==> config.mk <==
export PLATFORM = sky130hd
export DESIGN_NAME = uart_frame_tx
export DESIGN_NICKNAME = d
export VERILOG_FILES = /design/src/rtl/uart_frame_tx_pkg.sv /design/src/rtl/uart_frame_tx_sync_fifo.sv /design/src/rtl/uart_frame_tx.sv
export SDC_FILE = /design/constraint.sdc
export NUM_CORES = 1
export LEC_CHECK = 0
export CORE_MARGIN = 4
export CORE_UTILIZATION = 63
export DETAILED_ROUTE_END_ITERATION = 6
export DONT_BUFFER_PORTS = 1
export MAX_ROUTING_LAYER = met4
export PLACE_DENSITY = 0.79
export SLEW_MARGIN = 20
export SYNTH_ARGS = -nofsm -noshare
export SYNTH_HDL_FRONTEND = slang
export SYNTH_HIERARCHICAL = 1
export SYNTH_SLANG_ARGS = --single-unit
==> constraint.sdc <==
create_clock -name clk -period 2.9 [get_ports clk]
set_clock_uncertainty 0.1 [all_clocks]
set_input_delay 0.87 -clock clk [delete_from_list [all_inputs] [get_ports clk]]
set_output_delay 0.87 -clock clk [all_outputs]
set_load 0.02 [all_outputs]
==> src/rtl/uart_frame_tx_pkg.sv <==
// Shared frame definitions for the word-write UART link: byte constants,
// FSM states and the field packing used by both transmit and receive sides.
package uart_frame_tx_pkg;

    localparam int ADDR_W    = 10;
    localparam int DATA_W    = 12;
    localparam int REQ_W     = ADDR_W + DATA_W;
    localparam int ADDR_LO_W = 5;
    localparam int DATA_LO_W = 6;

    localparam logic [7:0] START_BYTE_DEF = 8'hF5;
    localparam logic [7:0] STOP_BYTE_DEF  = 8'hFA;
    localparam logic [7:0] DUMP_BYTE_DEF  = 8'hF6;

    typedef enum logic [2:0] {
        ST_IDLE,
        ST_START,
        ST_ADDR_U,
        ST_ADDR_L,
        ST_DATA_U,
        ST_DATA_L,
        ST_STOP,
        ST_DUMP
    } frame_state_t;

    typedef struct packed {
        logic [ADDR_W-1:0] addr;
        logic [DATA_W-1:0] data;
    } word_req_t;

    // Payload bytes carry at most 6 bits so they can never alias the F5/F6/FA markers.
    function automatic logic [7:0] addr_hi_byte(input word_req_t r);
        return {3'b000, r.addr[ADDR_W-1:ADDR_LO_W]};
    endfunction

    function automatic logic [7:0] addr_lo_byte(input word_req_t r);
        return {3'b000, r.addr[ADDR_LO_W-1:0]};
    endfunction

    function automatic logic [7:0] data_hi_byte(input word_req_t r);
        return {2'b00, r.data[DATA_W-1:DATA_LO_W]};
    endfunction

    function automatic logic [7:0] data_lo_byte(input word_req_t r);
        return {2'b00, r.data[DATA_LO_W-1:0]};
    endfunction

endpackage

==> src/rtl/uart_frame_tx_sync_fifo.sv <==
// Single-clock FIFO holding queued word requests; head word is visible on rd_data.
module sync_fifo #(
    parameter int WIDTH = 22,
    parameter int DEPTH = 4
) (
    input  logic             clk,
    input  logic             rst,
    input  logic             wr_en,
    input  logic [WIDTH-1:0] wr_data,
    input  logic             rd_en,
    output logic [WIDTH-1:0] rd_data,
    output logic             full,
    output logic             empty
);

    localparam int PTR_W = $clog2(DEPTH);

    logic [WIDTH-1:0] mem [DEPTH];
    logic [PTR_W-1:0] wr_ptr;
    logic [PTR_W-1:0] rd_ptr;
    logic [PTR_W:0]   count;
    logic             do_push;
    logic             do_pop;

    assign full    = (count == (PTR_W+1)'(DEPTH));
    assign empty   = (count == '0);
    assign do_push = wr_en & ~full;
    assign do_pop  = rd_en & ~empty;
    assign rd_data = mem[rd_ptr];

    always_ff @(posedge clk) begin
        if (do_push) begin
            mem[wr_ptr] <= wr_data;
        end
    end

    always_ff @(posedge clk or posedge rst) begin
        if (rst) begin
            wr_ptr <= '0;
            rd_ptr <= '0;
            count  <= '0;
        end else begin
            if (do_push) begin
                wr_ptr <= wr_ptr + 1'b1;
            end
            if (do_pop) begin
                rd_ptr <= rd_ptr + 1'b1;
            end
            if (do_push && !do_pop) begin
                count <= count + 1'b1;
            end else if (do_pop && !do_push) begin
                count <= count - 1'b1;
            end
        end
    end

endmodule

==> src/rtl/uart_frame_tx.sv <==
// Turns queued word-write requests into six-byte UART frames and interleaves
// single dump-command bytes between frames.
//
// state   | meaning
// IDLE    | nothing on the wire; picks dump first, then queued frame
// START   | sending frame-open byte
// ADDR_U  | sending addr[9:5]
// ADDR_L  | sending addr[4:0]
// DATA_U  | sending data[11:6]
// DATA_L  | sending data[5:0]
// STOP    | sending frame-close byte; completes the frame
// DUMP    | sending the dump command byte
module uart_frame_tx
    import uart_frame_tx_pkg::*;
#(
    parameter int         FIFO_DEPTH = 4,
    parameter logic [7:0] START_BYTE = START_BYTE_DEF,
    parameter logic [7:0] STOP_BYTE  = STOP_BYTE_DEF,
    parameter logic [7:0] DUMP_BYTE  = DUMP_BYTE_DEF
) (
    input  logic        clk,
    input  logic        rst,
    input  logic        req_valid,
    output logic        req_ready,
    input  logic [9:0]  req_addr,
    input  logic [11:0] req_data,
    input  logic        dump_req,
    output logic [7:0]  tx_byte,
    output logic        tx_send,
    input  logic        tx_done,
    output logic        busy,
    output logic [7:0]  frame_count
);

    frame_state_t state;
    frame_state_t state_nxt;
    word_req_t    head;
    word_req_t    frame_q;
    logic         fifo_full;
    logic         fifo_empty;
    logic         fifo_pop;
    logic         take_dump;
    logic         sent_q;
    logic         dump_pend_q;
    logic         byte_done;

    sync_fifo #(
        .WIDTH (REQ_W),
        .DEPTH (FIFO_DEPTH)
    ) u_req_fifo (
        .clk     (clk),
        .rst     (rst),
        .wr_en   (req_valid),
        .wr_data ({req_addr, req_data}),
        .rd_en   (fifo_pop),
        .rd_data (head),
        .full    (fifo_full),
        .empty   (fifo_empty)
    );

    assign req_ready = ~fifo_full;
    assign busy      = ~fifo_empty | (state != ST_IDLE) | dump_pend_q;
    // sent_q is low in the send cycle, so a done coinciding with tx_send is ignored
    assign byte_done = tx_done & sent_q & (state != ST_IDLE);

    always_ff @(posedge clk or posedge rst) begin
        if (rst) begin
            state  <= ST_IDLE;
            sent_q <= 1'b0;
        end else begin
            state  <= state_nxt;
            sent_q <= (state != ST_IDLE) && (state_nxt == state);
        end
    end

    always_comb begin
        state_nxt = state;
        fifo_pop  = 1'b0;
        take_dump = 1'b0;
        case (state)
            ST_IDLE: begin
                if (dump_pend_q) begin
                    take_dump = 1'b1;
                    state_nxt = ST_DUMP;
                end else if (!fifo_empty) begin
                    fifo_pop  = 1'b1;
                    state_nxt = ST_START;
                end
            end
            ST_START:  if (byte_done) state_nxt = ST_ADDR_U;
            ST_ADDR_U: if (byte_done) state_nxt = ST_ADDR_L;
            ST_ADDR_L: if (byte_done) state_nxt = ST_DATA_U;
            ST_DATA_U: if (byte_done) state_nxt = ST_DATA_L;
            ST_DATA_L: if (byte_done) state_nxt = ST_STOP;
            ST_STOP:   if (byte_done) state_nxt = ST_IDLE;
            ST_DUMP:   if (byte_done) state_nxt = ST_IDLE;
            default:   state_nxt = ST_IDLE;
        endcase
    end

    always_comb begin
        tx_send = (state != ST_IDLE) & ~sent_q;
        tx_byte = 8'h00;
        case (state)
            ST_START:  tx_byte = START_BYTE;
            ST_ADDR_U: tx_byte = addr_hi_byte(frame_q);
            ST_ADDR_L: tx_byte = addr_lo_byte(frame_q);
            ST_DATA_U: tx_byte = data_hi_byte(frame_q);
            ST_DATA_L: tx_byte = data_lo_byte(frame_q);
            ST_STOP:   tx_byte = STOP_BYTE;
            ST_DUMP:   tx_byte = DUMP_BYTE;
            default:   tx_byte = 8'h00;
        endcase
    end

    always_ff @(posedge clk or posedge rst) begin
        if (rst) begin
            frame_q     <= '0;
            dump_pend_q <= 1'b0;
            frame_count <= 8'h00;
        end else begin
            if (fifo_pop) begin
                frame_q <= head;
            end
            dump_pend_q <= (dump_pend_q & ~take_dump) | dump_req;
            if ((state == ST_STOP) && byte_done) begin
                frame_count <= frame_count + 1'b1;
            end
        end
    end

endmodule

After elaboration in Yosys (flattened, before gate mapping) --
Memory sizes are Yosys's and may differ from the RTL's. A register that Yosys moved wholly into a read port is not among the register bits. Cells that the tools add are included.
Operators by class: add/sub/neg operators 5, equality and inequality tests 9, multiplexer cells 19, bitwise operators 13, reductions and logical operators 11
Operators by type and width (count):
- case mux 8 bit (7 select lines) | 1
- 2-to-1 mux 3 bit | 10
- case mux 3 bit (7 select lines) | 1
- == test 3 bit (second input constant) | 5
- adder 8 x 1 -> 8 bit (second input constant) | 1
- 2-to-1 mux 1 bit | 7
- bitwise AND 1 bit | 6
- == test 3 x 2 -> 1 bit (second input constant) | 2
- zero test 3 bit | 2
- adder 2 x 1 -> 2 bit (second input constant) | 2
- logical AND 1 bit | 4
- NOT 1 bit | 4
- adder 3 x 1 -> 3 bit (second input constant) | 1
- == test 3 x 1 -> 1 bit (second input constant) | 1
- == test 3 bit | 1
- bitwise OR 1 bit | 3
- nonzero test 3 bit | 1
- subtractor 3 x 1 -> 3 bit (second input constant) | 1
- zero test 1 bit | 2
- nonzero test 2 bit | 1
- OR reduction 2 bit | 1
Storage, ports and cells: flip-flop bits (word level) 20, memory bits (writable) 88, input bits 27, output and inout port bits 19, word-level logic and storage cells 65, memories kept 1
Memory list:
- u_req_fifo.mem | words 4, bits a word 22, read ports 1, clocked after memory_dff 1, write ports 1, RTL line uart_frame_tx_sync_fifo.sv:18 | logic [WIDTH-1:0] mem [DEPTH];

Longest topological paths before layout --
depth after elaboration 8, depth in mapped cells 11, mapped depth without buffers 9

Cells and area by module --
Netlist, hierarchy kept.
By module, submodules not included:
- sync_fifo | times used 1, cells each 151, area each 3646.0 um^2, seq. area each 2817.7 um^2
- uart_frame_tx | times used 1, cells each 149, area each 1712.9 um^2, seq. area each 875.8 um^2

Worst setup path before layout --
OpenSTA, ideal clock, no wires.
path kind reg-to-output, from register state[0], to output tx_byte[0], data arrival time 1.552 ns, data required time 1.930 ns, path slack 0.378 ns, stages on the path, launching flop included 5, path through dfrtp_1 clkbuf_1 clkbuf_1 a21oi_1 o32ai_1
Between the ends: longest elaborated chain between the ends 2
Ends and longest elaborated chain:
- start, declared | RTL line uart_frame_tx.sv:35 | frame_state_t state;
- start signal, assigned | RTL line uart_frame_tx.sv:71 | state <= state_nxt;
- == test 3 bit (tied with other cells) | RTL line uart_frame_tx.sv:104 | case (state)
- case mux 8 bit (7 select lines) (*) | RTL line uart_frame_tx.sv:104
- end, declared | RTL line uart_frame_tx.sv:28 | output logic [7:0] tx_byte,
Every way passes the cells marked *; elsewhere a longest branch is shown, timed or not.

Worst setup path after layout --
from register state[2], to output tx_byte[1]
Same word-level chain as after synthesis.

==> results.md <==
* Number of global-route vias before repair at 2833
* IO buf count at 0
* Switching pwr at 2.04 mW
* Clock Latency Late Sink at 0.51 ns
* Initial DRC Count at 91
* Via density at 6.04
* Final worst-path cycle share at 99.1%
* Hold Slack at 0.0805 ns
* Total gr overflow at 0
* Worst endpoint data arrival time at 1.90 ns
* Worst slew pin tran at 0.672 ns
* Synth cell types at 48
* Nets at 350
* Setup tns final at 0 ns
* Setup Viol. Count Final at 0
* Dpl cells at 402
* Share of cells above drive strength 1 at 31.9%
* Minimum clock period at 2.87 ns
* Max-cap viol count at 0
* Final core occ at 73.3%
* Combinational share of power at 24.3%
* Post-Synthesis Cells at 300
* Total CTS buffers at 17
* Cell area after synthesis at 0.00536 mm^2
* Initial Utilization at 64.9%
* GP Congestion at 0.813
* Final WL at 9570 um
* Antenna cell count at 0
* Post-route cell area at 0.00605 mm^2
* Number of synthesized flops with an enable pin at 88
* Post-synthesis simple-gate area fraction at 5.93%
* Worst endpoint required time at 1.93 ns
* Endpoint class of the critical path: output pin
* CTS tree: built
* First-pass GRT wire length at 15300 um
* Post-synth top flop: edfxtp_1
* Slew Limit Fails at 0
* RSZ-0062 raised after global routing: yes
* Yosys warns at 6
* Layout area overhead at 13.0%
* Post-Syn Area per Cell at 17.9 um^2
* Min-Delay Path Class: in2async
* Fin. Hold Viols at 0
* Root Driver: clkbuf_8
* Drt drc at 0
* Clk sink count at 130
* Post-synthesis sequential area ratio at 68.9%
* Switching share of power at 31.5%
* Routed wire per std cell at 22.1 um
* Seq cells post-synth at 130
* Pwr Density at 1070 mW/mm^2
* Largest family of logic cells by synthesized area: multiplexers
* Core area at 0.00826 mm^2
* Leak Pwr at 2.24 nW
* Chip Height at 100 um
* CP Launch Type: flop
* Crit-path max FO at 11
* Detailed Place HPWL at 5700 um
* Post-Synth Adder-Cell Area at 1.77%
* Max VDD drop at 0.577 mV
* Synth Area in Compound Gates at 3.15%
* Clock buffer depth at 2
* FMAX at 348 MHz
* Largest net degree at the start of global routing at 36
* Tot GR Track Use at 22.1%
* Async SR Flop Fraction at 32.3%
* Post-CTS repair timing setup buffer count at 0
* Mapped Nets at 334
* Mux cell area share after synthesis at 14.8%
* Cell Area, Placed at 0.00545 mm^2
* CTS Hold Bufs at 0
* Post-synthesis xor/xnor area fraction at 2.12%
* Crit Path Category: reg2out
* Headroom to the max-slew limit at 55.2%
* Pint at 4.45 mW
* Full die area at 0.0100 mm^2
* Drt pass-1 iters at 6
* Remaining antenna violation count at 0
* Final cell count without fillers at 434
* Vias after detailed routing at 2623
* Die W at 100 um
* Initial antenna violation count at 0
* I/O pins at 46
* H-Tree Depth at 4
* Register share of total power at 43.7%
* Num rows at 33
* Outcome: finished clean
* Clock share of power at 32.0%
* CTS clk-pin slew, worst paths at 0.06 ns
-- per-layer routing --
layer | track usage, % | part of all wire, % | up-vias | wire length [um]
li1 | - | - | 1184 | -
met1 | 26.0 | 39 | 1351 | 3770
met2 | 35.7 | 53 | 76 | 5090
met3 | 6.53 | 5.0 | 12 | 477
met4 | 9.64 | 2.4 | 0 | 233
met5 | - | 0 | - | 0
-- power by group through the flow --
| stage | Clock, mW | Sequential [mW] | Combinational, mW |
|---|---|---|---|
| 6_report | 2.08 | 2.83 | 1.58 |
| 3_3_place_gp | 0 | 2.82 | 1.51 |
| 2_1_floorplan | 0 | 2.70 | 1.32 |
| 5_1_grt | 2.21 | 2.89 | 1.71 |
| 3_5_place_dp | 0 | 2.85 | 1.56 |
| 4_1_cts | 2.11 | 2.83 | 1.59 |
-- worst max-delay path: stages (launching register included) --
cell      delay (ns)
dfrtp_2         0.46
buf_4           0.19
nor2b_2         0.19
a22oi_1         0.12
o221ai_1        0.24
buf_4           0.20
-- cells in the mapped netlist (4+ instances only) --
master / number / area (um^2)
clkbuf_1: 5 / 18.8
and2_2: 4 / 30.0
ha_1: 6 / 75.1
dfrtp_1: 42 / 1050
a21oi_1: 6 / 30.0
nand2_1: 11 / 41.3
xor2_1: 4 / 35.0
inv_1: 11 / 41.3
buf_6: 5 / 56.3
nor2_1: 7 / 26.3
xnor2_1: 9 / 78.8
edfxtp_1: 88 / 2640
o21ai_0: 5 / 25.0
mux4_2: 21 / 473
nor2b_1: 6 / 37.5
mux2_2: 25 / 282
-- placed cells by master, fill, tap and decap left out, types with 6 or more instances in the layout --
| cell type | instances |
|---|---|
| nor2_1 | 7 |
| inv_1 | 11 |
| clkbuf_16 | 16 |
| ha_1 | 6 |
| mux4_2 | 21 |
| dfrtp_1 | 39 |
| edfxtp_1 | 88 |
| xnor2_1 | 9 |
| buf_4 | 12 |
| mux2_2 | 25 |
| nand2_1 | 11 |
-- state kept, by name, indices dropped and copies added, names as in the netlist --
signal             count
u_req_fifo/rd_ptr      2
u_req_fifo/mem        88
frame_count            8
state                  3
dump_pend_q            1
frame_q               22
u_req_fifo/wr_ptr      2
u_req_fifo/count       3
sent_q                 1
-- final cells by class --
| cell class | instances | area, um^2 |
|---|---|---|
| Sequential cell | 130 | 3700 |
| Fill cell | 499 | 2200 |
| Inverter | 11 | 41.3 |
| Clock buffer | 17 | 414 |
| Timing Repair Buffer | 12 | 90.1 |
| Clock inverter | 15 | 169 |
| Tap cell | 105 | 131 |
| Multi-Input combinational cell | 144 | 1510 |
-- repair_timing --
item	CTS	global route
endpoints found under the setup margin	3	7
resized for setup	5	3
gates cloned	0	0
-- final timing paths --
| kind | start | endpoint | slack, ns | cells past startpoint |
|---|---|---|---|---|
| worst min-delay path | rst | u_req_fifo/wr_ptr[1] | 0.08 | 1 |
| worst max register to register | state[1] | u_req_fifo/count[1] | 0.58 | 7 |
| worst min register to register | frame_q[10] | frame_q[10] | 0.40 | 1 |
| min in group clk | tx_done | sent_q | 0.34 | 1 |
| max in group asynchronous | rst | state[0] | 2.10 | 2 |
| worst max-delay path | state[2] | tx_byte[1] | 0.03 | 5 |
-- cell families after synthesis --
logic type	count (synthesis)
compound gates	25
fa+ha+maj	7
mux	48
xor+xnor	13
flops	130
simple gates	51
buf+inv	26
-- metrics by stage --
stage | total power [mW] | worst slack (ns)
2_1_floorplan | 4.02 | 0.378
3_3_place_gp | 4.33 | 0.484
3_5_place_dp | 4.41 | 0.444
4_1_cts | 6.53 | 0.00593
5_1_grt | 6.82 | -0.0512
6_report | 6.49 | 0.0253
Note: power is estimated with default switching activity, not from simulation.
